File: src/rtl/led_sequencer.sv
// -----------------------------------------------------------------------------
// led_sequencer
//   Multi-LED animation driver. A prescaler produces one advance per
//   PRESC_DIV clocks. On each advance the LED pattern either restarts at the
//   entry value of a newly selected mode or steps to its next value. The
//   pattern is then gated by a global PWM dimmer before driving the pins.
//
// Ports
//   clk      : board clock, rising-edge logic
//   rstn     : asynchronous active-low reset
//   mode     : 0 STATIC, 1 BLINK, 2 RUN, 3 BOUNCE (sampled on step)
//   pattern  : STATIC source pattern (sampled on step)
//   duty     : PWM brightness, all ones = fully on (sampled every cycle)
//   leds     : registered LED drive, active-high
//   step     : registered one-cycle pulse per pattern advance
// -----------------------------------------------------------------------------
module led_sequencer #(
  parameter int N_LEDS    = 5,
  parameter int PRESC_DIV = 1_200_000,
  parameter int PWM_BITS  = 4
) (
  input  logic                clk,
  input  logic                rstn,
  input  logic [1:0]          mode,
  input  logic [N_LEDS-1:0]   pattern,
  input  logic [PWM_BITS-1:0] duty,
  output logic [N_LEDS-1:0]   leds,
  output logic                step
);

  localparam int                CNT_W    = (PRESC_DIV > 1) ? $clog2(PRESC_DIV) : 1;
  localparam logic [CNT_W-1:0]  CNT_LAST = CNT_W'(PRESC_DIV - 1);
  localparam logic [N_LEDS-1:0] PAT_ONE  = N_LEDS'(1);

  typedef enum logic [1:0] {
    M_STATIC = 2'd0,
    M_BLINK  = 2'd1,
    M_RUN    = 2'd2,
    M_BOUNCE = 2'd3
  } mode_e;

  typedef enum logic {
    DIR_LEFT  = 1'b0,
    DIR_RIGHT = 1'b1
  } dir_e;

  logic [CNT_W-1:0]    r_cnt;
  logic [PWM_BITS-1:0] r_pwm_cnt;
  mode_e               r_mode_q;
  logic [N_LEDS-1:0]   r_pat;
  dir_e                r_dir;
  logic [N_LEDS-1:0]   r_leds;
  logic                r_step;

  logic                w_adv;
  logic                w_pwm_on;
  logic [N_LEDS-1:0]   w_shl;
  logic [N_LEDS-1:0]   w_shr;
  logic [N_LEDS-1:0]   w_pat_nxt;
  dir_e                w_dir_nxt;

  assign w_adv    = (r_cnt == CNT_LAST);
  // Full-scale duty bypasses the compare so it really is 100 % on.
  assign w_pwm_on = (duty == '1) || (r_pwm_cnt < duty);
  assign w_shl    = r_pat << 1;
  assign w_shr    = r_pat >> 1;

  // Next pattern / direction: a mode change restarts at the mode's entry
  // value, otherwise the registered mode decides how the pattern moves.
  always_comb begin
    w_pat_nxt = r_pat;
    w_dir_nxt = r_dir;
    if (w_adv) begin
      if (mode != r_mode_q) begin
        w_dir_nxt = DIR_LEFT;
        case (mode_e'(mode))
          M_STATIC: w_pat_nxt = pattern;
          M_BLINK:  w_pat_nxt = '1;
          M_RUN:    w_pat_nxt = PAT_ONE;
          M_BOUNCE: w_pat_nxt = PAT_ONE;
          default:  w_pat_nxt = r_pat;
        endcase
      end else begin
        case (r_mode_q)
          M_STATIC: w_pat_nxt = pattern;
          M_BLINK:  w_pat_nxt = ~r_pat;
          // Rotate left; for a single LED this degenerates to identity.
          M_RUN:    w_pat_nxt = w_shl | (r_pat >> (N_LEDS - 1));
          M_BOUNCE: begin
            if (N_LEDS == 1) begin
              w_pat_nxt = r_pat;
            end else if (r_dir == DIR_LEFT) begin
              w_pat_nxt = w_shl;
              if (w_shl[N_LEDS-1]) w_dir_nxt = DIR_RIGHT;
            end else begin
              w_pat_nxt = w_shr;
              if (w_shr[0]) w_dir_nxt = DIR_LEFT;
            end
          end
          default:  w_pat_nxt = r_pat;
        endcase
      end
    end
  end

  always_ff @(posedge clk or negedge rstn) begin
    if (!rstn) begin
      r_cnt     <= '0;
      r_pwm_cnt <= '0;
      r_mode_q  <= M_STATIC;
      r_pat     <= '0;
      r_dir     <= DIR_LEFT;
      r_leds    <= '0;
      r_step    <= 1'b0;
    end else begin
      r_cnt     <= w_adv ? '0 : r_cnt + CNT_W'(1);
      r_pwm_cnt <= r_pwm_cnt + PWM_BITS'(1);
      if (w_adv) r_mode_q <= mode_e'(mode);
      r_pat     <= w_pat_nxt;
      r_dir     <= w_dir_nxt;
      r_leds    <= r_pat & {N_LEDS{w_pwm_on}};
      r_step    <= w_adv;
    end
  end

  assign leds = r_leds;
  assign step = r_step;

endmodule

File: config.mk
export PLATFORM = sky130hd
export DESIGN_NAME = led_sequencer
export DESIGN_NICKNAME = d
export VERILOG_FILES = /design/src/rtl/led_sequencer.sv
export SDC_FILE = /design/constraint.sdc
export NUM_CORES = 1
export LEC_CHECK = 0
export CORE_UTILIZATION = 53
export DETAILED_ROUTE_END_ITERATION = 7
export PLACE_DENSITY = 0.75
export SLEW_MARGIN = 20
export SYNTH_ARGS = -nofsm -noshare
export SYNTH_HDL_FRONTEND = slang
export SYNTH_SLANG_ARGS = --single-unit
File: constraint.sdc
create_clock -name clk -period 2.2 [get_ports clk]
set_input_delay 0.44 -clock clk [delete_from_list [all_inputs] [get_ports clk]]
set_output_delay 0.44 -clock clk [all_outputs]
set_load 0.03 [all_outputs]
After elaboration in Yosys (flattened, before gate mapping)
Index checks and enable logic that the tools add are counted.

Register bits: 39. Word-level logic and storage cells: 38.

$add $sub $neg: 2. $lt $le $gt $ge: 1. Eq/ne operators: 9. Multiplexer cells: 10. Bitwise operators: 3. Reductions and logical operators: 6.

Operator list (number): $add A21 B1 Y21 const B (1); $eq A21 B21 Y1 const B (1); $mux W21 (1); $pmux W5 S4 (1); $pmux W5 S3 (1); $mux W5 (2); $eq A2 B2 Y1 const B (4); $and A5 B5 Y5 (1); $mux W1 (5); $not A5 Y5 (1); $or A5 B1 Y5 (1); $add A4 B1 Y4 const B (1); $eq A2 B1 Y1 const B (2); $eq A4 B4 Y1 const B (1); $logic_not A2 Y1 (2); $lt A4 B4 Y1 (1); $ne A2 B2 Y1 (1); $reduce_and A2 Y1 (1); $reduce_bool A2 Y1 (1); $reduce_or A2 Y1 (1); $logic_or A1 B1 Y1 (1).

Logic depth before layout (Yosys ltp)
Gate-level depths: netlist (run 1).

Depth in word-level cells: 4. Depth in mapped cells: 6. Gate-level depth less buffers: 5.

Least setup slack after synthesis (run 1)
No wires, ideal clock.

Path type: flip-flop to flip-flop. Start: reg r_cnt[0]. End: reg r_cnt[20]. Arrival: 1.723 ns. Path slack: 0.399 ns. Cell stages (with the launch flop): 7. Clock period less this slack: 1.801 ns. Path through: dfrtp_1 ha_1 buf_2 inv_1 or4_1 or3_1 a21oi_1.

Cells in the longest elaborated chain, start to end: 2. Elaborated cells between the ends (all ways): 3. Classes of those cells: add/sub (1); eq/ne (1); mux (1).

RTL lines: from (decl) (RTL line 47) `logic [CNT_W-1:0] r_cnt;`; from (signal assigned) (RTL line 116) `r_cnt <= w_adv ? '0 : r_cnt + CNT_W'(1);`; $add A21 B1 Y21 / $eq A21 B21 Y1 (equally long branches) (RTL line 116, 62); $mux W21 (*) (RTL line 116).

Mark *: on every way between the ends. The rest lies on a longest branch, timed or not. A chain may end at the register's enable or synchronous reset.

Worst setup path after layout (run 1)
Ends and elaborated chain as after synthesis.

==> metrics.yaml, run 1 <==
status: "complete, no violations"
post-dp-hpwl_mm: 2.88
r2r_start: "r_cnt[0]"
layout.nets: 234
vias: 1563
finalCritPeriodShare_pct: 86.1
clock_path_buffers: 2
cts_sinks: 39
crit_type: "reg2reg"
gp_congestion: 0.866
root_buffer: "clkbuf_8"
cts_max_level: 2
overflow: 0
coreArea_sq_mm: 0.00347
synth_area_per_cell_sq_um: 10.1
fp.dieArea_sq_mm: 0.00400
fp.dieH_um: 63.3
hold_buffers: 0
ys_seq_area_share_pct: 49.1
grt_pass1_wl_mm: 7.20
clk_pin_slew_ps: 80
initial_core_util_pct: 57.4
grt_setup_unrepaired: "no"
skew_ps: 11.0
drtAntennaViolNets: 0
setup_violations: 0
worstPathRequired_ps: 2420
layout_setup_ws_ps: 306
wl_per_cell_um: 15.2
worst_pin_slew_ps: 840
finalPower_uw: 1410
synth_cell_types: 44
preCtsSetupSlack_ps: 179
drc: 0
syn_nets: 215
synth_warnings: 0
cts_tree: "built"
cp_slowest_cell: "or4_1"
track_usage_pct: 23.6
diodes: 0
tns_ps: 0
grt_antenna_before_repair: 0
firstDrtPassIters: 4
vias_per_cell: 5.94
critPathLaunchType: "flip-flop"
clock.fmax_mhz: 528
grt_pass1_vias: 1534
worstPathMaxFanout: 5
critPathBufInv: 1
finalHoldViolCount: 0
rows: 21
placed_cells: 255
power_leakage_uw: 0.000976
syn_area_sq_mm: 0.00199
max-slew-margin-rel_pct: 44.0
maxCapViolations: 0
worstPathCellList: "ha_1 > inv_1 > or4_1 > or3_1 > a21oi_1"
drive_above_1_share_pct: 10.1
stdcell_count: 263
numPortBuffers: 18
synthCells: 197
path_delay_family: "simple AND/OR/NAND/NOR gates"
drt_iter0_markers: 63
critPathLaunch: "r_cnt[0]"
grt_max_degree: 40
hold_class: "in2async"
vdd_ir_drop_max_v: 0.000353
cts-buffers-inserted: 5
area_growth_pct: 16.7
critPathCaptureType: "flip-flop"
maxSlewViolCount: 0
cts_setup_buffers: 0
die_x_um: 63.3
synth-seq-cells: 39
power_density_mw_per_mm2: 606
totalWireLength_mm: 3.99
ctsResizeCount: 0
cp_data_arrival_time_ps: 2120
critPathMaxStageDelay_ps: 540
clock_latency_ps: 300
fin_crit_ps: 1890
io_pins: 19
[flip-flops by register name, summed over array words and instances (netlist names)]
| signal | flops |
|---|---|
| r_cnt | 21 |
| leds | 5 |
| r_pat | 5 |
| r_pwm_cnt | 4 |
| r_mode_q | 2 |
| r_dir | 1 |
| step | 1 |
[placed cells by master (no fill, tap or decap), types with 6 or more instances in the layout]
cell / n
xnor2_1: 13
clkdlybuf4s50_1: 17
a21oi_1: 9
o21ai_0: 6
nor2_1: 10
xor2_1: 8
inv_1: 6
nand4_1: 10
nand2_1: 19
nand3_1: 10
dfrtp_1: 39
clkbuf_8: 6
[power by group]
part / total (uW) / internal [uW] / switching [uW]
combinational: 73.2 / 33.5 / 39.8
sequential: 719 / 718 / 0.367
clock: 616 / 367 / 249
[path summary, 6_finish.rpt]
path | end | slack, ps | cells after the start
max in group asynchronous | r_mode_q[0] | 1420 | 1
setup reg to reg | r_cnt[20] | 310 | 5
min in group clk | r_pwm_cnt[0] | 470 | 1
setup / recovery | r_cnt[20] | 310 | 5
hold / removal | r_cnt[2] | 240 | 1
hold reg to reg | r_pwm_cnt[0] | 470 | 1
[cell usage after synthesis (all sizes together)]
cell	number	area share [%]
a211oi	1	0.38
a21o	2	0.75
a21oi	9	2.3
a2bb2oi	1	0.44
a31o	1	0.44
a41oi	1	0.44
and2	1	0.31
and3	3	0.94
and4	2	0.94
buf	4	1.1
clkbuf	5	0.94
dfrtp	39	49
ha	5	3.1
inv	6	1.1
mux2	5	2.8
nand2	19	3.6
nand2b	2	0.63
nand3	11	3.0
nand3b	1	0.38
nand4	11	3.8
nor2	11	2.2
nor2b	2	0.63
nor3	5	1.3
nor3b	1	0.38
nor4	4	1.3
nor4b	1	0.44
nor4bb	1	0.50
o2111ai	2	0.88
o211ai	3	1.1
o21ai	6	1.5
o221ai	1	0.44
o31a	1	0.44
o31ai	3	1.1
o41ai	1	0.44
or3	4	1.3
or4	1	0.38
xnor2	13	5.7
xor2	8	3.5
[stage by stage]
step                hold WS [ps]  instance area (sq um)  util (%)
floorplan                    144                   1990         -
global placement             459                   2200      63.6
detailed placement           464                   2200      63.6
CTS                          263                   2320      67.0
global route                 305                   2320      67.0
finish                       242                   2320      67.0
[cell families after synthesis]
group | after synthesis | share of synthesized area, %
xor+xnor | 21 | 9.25
flops | 39 | 49.1
simple gates | 80 | 21.9
fa+ha+maj | 5 | 3.14
mux | 5 | 2.83
buf+inv | 15 | 3.14
compound gates | 32 | 10.7
[routing by layer]
layer  up-vias  global-route usage [%]  share of wire [%]
met1       762                    31.4                 47
met5         -                       0                  0
met2        41                    35.9                 47
li1        750                       -                  -
met4         0                    12.2                2.4
met3        10                    5.43                3.6
[worst reg2reg max path: stages, from the launching register on]
cell and delay (ps):
dfrtp_1 410, ha_1 280, inv_1 80, or4_1 540, or3_1 360, a21oi_1 140
[cell type report]
type	count	area [sq um]
Sequential cell	39	976
Inverter	6	22.5
Fill cell	287	1150
Clock inverter	2	35.0
Tap cell	46	57.6
Multi-Input combinational cell	143	951
Clock buffer	6	82.6
Timing Repair Buffer	21	198
No activity file was read; power rests on OpenSTA's default activity.
==> run 2: changes to the inputs <==
--- a/config.mk
+++ b/config.mk
@@ -5,9 +5,12 @@
 export SDC_FILE = /design/constraint.sdc
 export NUM_CORES = 1
 export LEC_CHECK = 0
-export CORE_UTILIZATION = 53
+export CELL_PAD_IN_SITES_DETAIL_PLACEMENT = 0
+export CELL_PAD_IN_SITES_GLOBAL_PLACEMENT = 1
+export CORE_UTILIZATION = 44
 export DETAILED_ROUTE_END_ITERATION = 7
-export PLACE_DENSITY = 0.75
+export PLACE_DENSITY_LB_ADDON = 0.1
+export SETUP_SLACK_MARGIN = 0.02
 export SLEW_MARGIN = 20
 export SYNTH_ARGS = -nofsm -noshare
 export SYNTH_HDL_FRONTEND = slang
==> run 2 against run 1 <==
Cell area increased by 0.48%. Core utilization decreased by 13 points. Sequential cell count unchanged. Critical endpoint unchanged.
==> metrics.yaml, run 2 (synthesized netlist as in run 1, its figures left out) <==
status: "complete, no violations"
die_x_um: 69.2  # +9.4%
initial_core_util_pct: 45.7  # -12 points
stdcell_count: 274  # +4.2%
firstDrtPassIters: 4  # unchanged
drtAntennaViolNets: 0  # unchanged
diodes: 0  # unchanged
power_density_mw_per_mm2: 537  # -11%
max-slew-margin-rel_pct: 64.9  # +21 points
grt_setup_unrepaired: "no"
cts_max_level: 2  # unchanged
overflow: 0  # unchanged
critPathCaptureType: "flip-flop"
numPortBuffers: 18  # unchanged
area_growth_pct: 17.3
rows: 24  # +14%
crit_type: "reg2reg"
vias: 1525  # -2.4%
cp_slowest_cell: "or4_1"
maxCapViolations: 0  # unchanged
clkPwrFrac_pct: 36.4  # -7.3 points
vdd_ir_drop_max_v: 0.000347  # -1.5%
grt_max_degree: 18  # -55%
power_leakage_uw: 0.000982  # +0.52%
clock_path_buffers: 2  # unchanged
track_usage_pct: 18.4  # -5.2 points
totalWireLength_mm: 3.94  # -1.2%
fp.dieH_um: 69.2  # +9.4%
drc: 0  # unchanged
worst_pin_slew_ps: 527  # -313 ps
p_int_uw: 979  # -12%
worstPathCellList: "ha_1 > inv_1 > or4_1 > or3_1 > a21oi_1"
final_common_cell: "dfrtp_1"
critPathMaxStageDelay_ps: 550  # about the same
power_frac_comb_pct: 6.3  # +1.1 points
pwr-share-seq_pct: 57.3  # +6.2 points
whs_ps: 478  # +236 ps
p_sw_uw: 275  # -4.9%
cts_setup_buffers: 0  # unchanged
placed_cells: 265  # +3.9%
drive_above_1_share_pct: 10.8  # +0.67 points
skew_ps: 4.80  # -6.24 ps
worstPathRequired_ps: 2410  # about the same
grt_antenna_before_repair: 0  # unchanged
largest_reg_flops: 21  # unchanged
netSwitchingFraction_pct: 21.9  # +1.4 points
setup_violations: 0  # unchanged
critPathLaunchType: "flip-flop"
io_pins: 19  # unchanged
gp_congestion: 0.808  # -6.6%
fin_crit_ps: 1980  # +89.5 ps
finalCritPeriodShare_pct: 90.2  # +4.1 points
regMostFlops: "r_cnt"
cts_sinks: 39  # unchanged
cp_data_arrival_time_ps: 2190  # +70 ps
vias_per_cell: 5.57  # -6.3%
finalHoldViolCount: 0  # unchanged
grt_pass1_wl_mm: 7.09  # -1.5%
cts-buffers-inserted: 5  # unchanged
cts_tree: "built"
tns_ps: 0  # unchanged
drt_iter0_markers: 95  # +51%
final_cell_mix: "39 x dfrtp_1, 19 x nand2_1, 17 x clkdlybuf4s50_1"
clk_pin_slew_ps: 70  # about the same
layout.nets: 239  # +2.1%
root_buffer: "clkbuf_8"
clock_latency_ps: 280  # -20 ps
maxSlewViolCount: 0  # unchanged
worstPathMaxFanout: 8  # +3
fp.dieArea_sq_mm: 0.00479  # +20%
wl_per_cell_um: 14.4  # -5.1%
grt_pass1_vias: 1513  # -1.4%
coreArea_sq_mm: 0.00435  # +26%
clock.fmax_mhz: 504  # -4.5%
hold_class: "reg2reg"
post-dp-hpwl_mm: 2.81  # -2.4%
run 2: worst paths after layout:
check,from,to,slack [ps],cells past startpoint
setup / recovery,r_cnt[0],r_cnt[20],220,5
hold / removal,r_pwm_cnt[0],r_pwm_cnt[0],480,1
setup reg to reg,r_cnt[0],r_cnt[20],220,5
hold reg to reg,r_pwm_cnt[0],r_pwm_cnt[0],480,1
max in group asynchronous,rstn,leds[4],1240,3
min in group asynchronous,rstn,r_cnt[3],510,2
run 2: final cells by class:
type | count | area, sq um
timing repair buffer | 26 | 238
sequential | 39 | 976
fill | 397 | 2020
clock buffer | 7 | 76.3
clock inverter | 1 | 5.00
tap | 52 | 65.1
inverter | 6 | 22.5
multi-input combinational | 143 | 951
run 2: timing repair:
| action | 4_1_cts | 5_1_grt |
|---|---|---|
| hold buffers | 1 | 0 |
| resized for setup | 0 | 0 |
| endpoints found under the hold margin | 6 | 0 |
run 2: routing by layer:
metal,vias to the layer above,GRT usage (%),wire [um]
li1,755,-,-
met1,734,25.3,1950
met2,29,28.7,1820
met3,7,4.94,129
met4,0,5.44,42
met5,-,0,0
run 2: per-stage QoR:
| stage | total power [uW] | instance area, sq um | utilization, % | setup slack [ps] |
|---|---|---|---|---|
| after global routing | 1320 | 2330 | 53.6 | 110 |
| after detailed placement | 811 | 2240 | 51.5 | 202 |
| after CTS | 1280 | 2330 | 53.6 | 222 |
| final | 1250 | 2330 | 53.6 | 216 |
| after floorplan | 762 | 1990 | - | 399 |
| after global placement | 809 | 2240 | 51.5 | 254 |
run 2: worst max-delay path, delay by kind of cell, from the launching register on:
family | cells | cell delay, ps
flops | 1 | 410
simple gates | 2 | 910
compound gates | 1 | 150
fa+ha+maj | 1 | 350
buf+inv | 1 | 90
run 2: power by group through the flow:
stage / clock (uW) / combinational [uW] / sequential (uW)
2_1_floorplan: 0 / 25.4 / 737
3_3_place_gp: 0 / 76.2 / 733
3_5_place_dp: 0 / 78.5 / 733
4_1_cts: 476 / 80.6 / 719
5_1_grt: 508 / 89.8 / 719
6_report: 456 / 78.7 / 719
